### src/rtl/cpu_defs.sv
// Shared pipeline definitions used by fetch, decode and the hazard unit.
//   NOP_INSTR / SYSCALL_INSTR : canonical instruction words
//   fetch_state_t             : fetch FSM states
//   if_id_t                   : IF/ID pipeline register payload
package cpu_defs;

  localparam logic [31:0] NOP_INSTR     = 32'h0000_0000;
  localparam logic [31:0] SYSCALL_INSTR = 32'h0000_000C;

  typedef enum logic {RUN, HALTED} fetch_state_t;

  typedef struct packed {
    logic [31:0] instr;
    logic [31:0] pc;
    logic [31:0] pc_plus4;
    logic        valid;
  } if_id_t;

endpackage

### src/rtl/if_id_reg.sv
// IF/ID pipeline register with hold and flush controls.
//   clk, rst : clock, synchronous active-high reset (clears to a bubble at pc 0)
//   hold     : keep every field (highest priority after rst)
//   flush    : load a bubble; instr forced to NOP, pc fields keep their value
//   d / q    : payload in / registered payload out
module if_id_reg
  import cpu_defs::*;
(
  input  logic   clk,
  input  logic   rst,
  input  logic   hold,
  input  logic   flush,
  input  if_id_t d,
  output if_id_t q
);

  always_ff @(posedge clk) begin
    if (rst) begin
      q <= '{instr: NOP_INSTR, pc: 32'h0, pc_plus4: 32'h0, valid: 1'b0};
    end else if (hold) begin
      q <= q;
    end else if (flush) begin
      // bubble: zero the instruction so nothing downstream sees stale bits
      q.instr <= NOP_INSTR;
      q.valid <= 1'b0;
    end else begin
      q <= d;
    end
  end

endmodule

### src/rtl/fetch_unit.sv
// Instruction-fetch stage: owns the PC, drives instruction-memory address,
// captures the fetched word into IF/ID, handles stall, redirect and halt.
//   clk, rst            : clock, synchronous active-high reset
//   stall               : hazard hold; freezes pc and IF/ID
//   redirect_valid/target : taken branch / jump from ID
//   imem_addr / imem_data : instruction memory address out, word back (comb.)
//   id_instr, id_pc, id_pc_plus4, id_valid : IF/ID contents
//   halted              : fetch stopped on HALT_INSTR
//   misalign_err        : sticky, a redirect target was not word aligned
//   fetch_count         : saturating count of valid instructions delivered
module fetch_unit
  import cpu_defs::*;
#(
  parameter logic [31:0] RESET_PC   = 32'h0000_0000,
  parameter logic [31:0] HALT_INSTR = SYSCALL_INSTR,
  parameter int          COUNT_W    = 32
) (
  input  logic               clk,
  input  logic               rst,
  input  logic               stall,
  input  logic               redirect_valid,
  input  logic [31:0]        redirect_target,
  output logic [31:0]        imem_addr,
  input  logic [31:0]        imem_data,
  output logic [31:0]        id_instr,
  output logic [31:0]        id_pc,
  output logic [31:0]        id_pc_plus4,
  output logic               id_valid,
  output logic               halted,
  output logic               misalign_err,
  output logic [COUNT_W-1:0] fetch_count
);

  fetch_state_t state;
  logic [31:0]  pc;
  logic         run, advance, take_redirect, load, halt_hit;
  if_id_t       ifid_d, ifid_q;

  assign run           = (state == RUN);
  assign advance       = run & ~stall;
  assign take_redirect = advance & redirect_valid;
  // a redirect squashes this cycle's fetch, including a wrong-path halt
  assign load          = advance & ~redirect_valid;
  assign halt_hit      = load & (imem_data == HALT_INSTR);

  assign imem_addr = pc;

  assign ifid_d = '{instr: imem_data, pc: pc, pc_plus4: pc + 32'd4, valid: 1'b1};

  // once halted, every unstalled cycle feeds a bubble into decode
  if_id_reg u_if_id (
    .clk   (clk),
    .rst   (rst),
    .hold  (stall),
    .flush (~run | redirect_valid),
    .d     (ifid_d),
    .q     (ifid_q)
  );

  assign id_instr    = ifid_q.instr;
  assign id_pc       = ifid_q.pc;
  assign id_pc_plus4 = ifid_q.pc_plus4;
  assign id_valid    = ifid_q.valid;

  always_ff @(posedge clk) begin
    if (rst) begin
      state        <= RUN;
      pc           <= RESET_PC;
      halted       <= 1'b0;
      misalign_err <= 1'b0;
      fetch_count  <= '0;
    end else begin
      if (take_redirect) begin
        pc <= {redirect_target[31:2], 2'b00};
        if (redirect_target[1:0] != 2'b00) misalign_err <= 1'b1;
      end else if (load && !halt_hit) begin
        pc <= pc + 32'd4;
      end
      if (halt_hit) begin
        state  <= HALTED;
        halted <= 1'b1;
      end
      if (load && fetch_count != {COUNT_W{1'b1}})
        fetch_count <= fetch_count + COUNT_W'(1);
    end
  end

endmodule

### config.mk
export PLATFORM = sky130hd
export DESIGN_NAME = fetch_unit
export DESIGN_NICKNAME = d
export VERILOG_FILES = /design/src/rtl/cpu_defs.sv /design/src/rtl/if_id_reg.sv /design/src/rtl/fetch_unit.sv
export SDC_FILE = /design/constraint.sdc
export NUM_CORES = 1
export LEC_CHECK = 0
export BUFFER_PORTS_ARGS = -buffer_cell sky130_fd_sc_hd__buf_2
export CORE_MARGIN = 4
export CORE_UTILIZATION = 56
export DETAILED_ROUTE_END_ITERATION = 10
export PLACE_DENSITY = 0.85
export SLEW_MARGIN = 20
export SYNTH_ARGS = -nofsm -noshare
export SYNTH_HDL_FRONTEND = slang
export SYNTH_SLANG_ARGS = --single-unit
### constraint.sdc
create_clock -name clk -period 4.15 [get_ports clk]
set_input_delay 0.83 -clock clk [delete_from_list [all_inputs] [get_ports clk]]
set_output_delay 0.83 -clock clk [all_outputs]
set_load 0.005 [all_outputs]
==> implementation parameters <==
Parameter                              Value

Critical path
  Slowest stage cell, crit path    nor2_1
  Critical path endpoint category    register
  Crit-path most repeated cell    nor2_1
  Largest delay share family, worst path    simple AND/OR/NAND/NOR gates
  Cells along the critical path    buf_2 -> or2_2 -> nor2_1 -> nor2_1 -> o21a_1 -> a2111oi_0
  Required arrival time at the worst endpoint    4.43 ns
  Number of buffer and inverter stages on the critical path    1
  Nature of the critical path startpoint    input pin
  Critical Setup Path Class    in2reg
  Highest fanout seen on the critical path    38
  Crit path DAT    3.22 ns
  Max incr delay on CP    0.80 ns

Yosys
  Number of enable-type register cells in the synthesized netlist    0
  Synthesized area    7420 um^2
  Share of synthesized area occupied by flip-flops and latches    42.3%
  Synth area leaders    dfxtp_1 42%, nand2_1 5.6%, nor2_1 5.3%
  Mean cell area of the mapped netlist    8.18 um^2
  Ys async rst share    0%
  Cell taking the most area after synthesis    dfxtp_1
  Distinct cells, synth    67
  Number of cells produced by synthesis    907
  Post-synth top area share    42.3%
  Number of synthesis warnings    0
  Most used flip-flop cell after synthesis    dfxtp_1
  Synthesis-stage register bit count    157

CTS
  Clock buffer count from CTS    17
  Clock tree buffer depth    2
  Clock-pin slew on the worst setup and hold paths    0.06 ns
  H-tree depth    4
  Clock insertion delay at the later pin of the skew report    0.42 ns
  Clock root cell    clkbuf_16
  Number of cells upsized or downsized after cts    0
  TritonCTS clock tree    done
  # hold bufs at CTS    0
  Total number of clock tree sinks    157
  Post-CTS Setup Bufs    0

STA
  Finish-stage setup viols    0
  Max-slew violation count    0
  RSZ-0062 raised after global routing    no
  Clock tree skew after final layout    0.00658 ns
  Maximum achievable frequency    340 MHz
  Worst-margin pin slew    0.940 ns
  Post-route fraction of the period consumed by the critical path    70.9%
  Period minus WS final    2.94 ns
  Max_slew headroom    37.1%
  Total Negative Setup Slacks    0 ns
  Fin. Hold Viols    0

Min path
  Hold/Removal Path Class    reg2reg

Global routing
  Antenna violations before repair    1
  Residual overflow from global routing    0
  Maximum number of pins on one net before global-route repair    126
  Via count of the first global-routing pass    6648
  Overall track demand over capacity in global routing    28.0%
  Wire length of the first global-routing pass    33.9 mm

Layout
  Most frequent cells in the layout    223 x buf_2, 157 x dfxtp_1, 110 x nand2_1
  Most common cell after layout, fill and taps aside    buf_2
  End-of-flow core utilization    70.0%
  Area growth syn-to-layout    20.5%
  Finished Layout Cells    1239
  Fraction of final layout cells sized beyond drive strength 1    25.8%
  Total inserted antenna cells    0
  Layout Nets    1126

Routing
  Number of DRC violations after detailed-routing iteration 0    753
  Post-DRT Antenna Nets    0
  # DRC    0
  1st-pass router iterations    5
  Vias after detailed routing    7342
  Vias per std cell    5.93
  Post-detailed-routing wire length    21.6 mm
  Routed wirelength normalized by instance count    17.4 um

Floorplan
  Initial standard-cell utilization of the core    58.1%
  Area of the placeable core    12800 um^2
  Standard-cell row count    41
  Overall die height    123 um
  Die Width    123 um
  Top-Level Pins    231
  Die area    15200 um^2

Power
  Leakage power of the design    0.00365 uW
  Post-route total power    3640 uW
  Max IR drop VDD    0.000234 V
  Power per Cell Area    407 nW/um^2

Placement
  Cell total after placement    1209
  HPWL after detailed placement    15.0 mm
  # port buffers    224
  RePlAce Congestion    0.918

Status
  Run status    finished clean

Job
  Maximum capacitance violations    0
where the power goes:
part	switching, uW	total [uW]	internal (uW)
sequential	62.1	1630	1560
combinational	181	311	130
clock	608	1700	1090
logic make-up after synthesis:
kind of cell,after synthesis,share of synthesized area (%)
and+or+nand+nor,367,24.6
AOI/OAI and AO/OA,226,20.1
DFF,157,42.3
buffers and inverters,114,7.79
xor gates and xnor gates,35,4.13
muxes,5,0.708
adders and majority gates,2,0.337
other,1,0.0505
area by class of cell:
| type | instances | area [um^2] |
|---|---|---|
| Fill cell | 1038 | 3830 |
| Clock buffer | 19 | 453 |
| Clock inverter | 11 | 191 |
| Sequential cell | 157 | 3140 |
| Inverter | 8 | 30.0 |
| Multi-Input combinational cell | 641 | 3720 |
| Tap cell | 172 | 215 |
| Timing Repair Buffer | 231 | 1190 |
worst paths after layout:
path / endpoint / startpoint / depth (start not counted) / slack (ns)
worst min register to register: misalign_err / misalign_err / 2 / 0.45
worst max register to register: u_if_id.q[25] / imem_addr[2] / 6 / 1.50
worst max-delay path: imem_addr[13] / stall / 6 / 1.21
worst min-delay path: misalign_err / misalign_err / 2 / 0.45
synthesized netlist by cell type (all sizes together) (7+ instances only):
cell,instances
xnor2,15
nor3,14
dfxtp,157
and3,8
and4,10
xor2,20
nor2,104
nand4,24
inv,8
nand2,110
clkbuf,62
a31oi,7
a22oi,34
nand3,33
o21ai,31
o22ai,9
buf,44
a211oi,33
a21oi,65
a311oi,7
nor4,22
or3,20
registers in the layout, summed over array words and instances, names as in the netlist:
| signal | flops |
|---|---|
| misalign_err | 1 |
| imem_addr | 30 |
| state | 1 |
| u_if_id.q | 93 |
| fetch_count | 32 |
metrics by stage:
step	area [um^2]	hold WS, ns	setup slack, ns
final	8940	0.446	1.21
after global routing	8940	0.469	1.15
after CTS	8940	0.449	1.30
after detailed placement	8300	0.438	0.925
after global placement	8300	0.435	1.04
after floorplan	7440	0.442	1.65
metal layers:
metal	up-vias	global-route usage [%]	part of all wire (%)
li1	3530	-	-
met1	3424	37.5	42
met2	341	44.5	47
met3	45	6.50	8.5
met4	2	9.97	2.6
met5	-	0	0.065
worst min-delay path, delay by kind of cell (launching register included):
family	cells	cell delay, ns
AO/OA/AOI/OAI	1	0.05
buffers and inverters	1	0.05
flip-flops	1	0.31
Power figures use the tool's default switching activity.
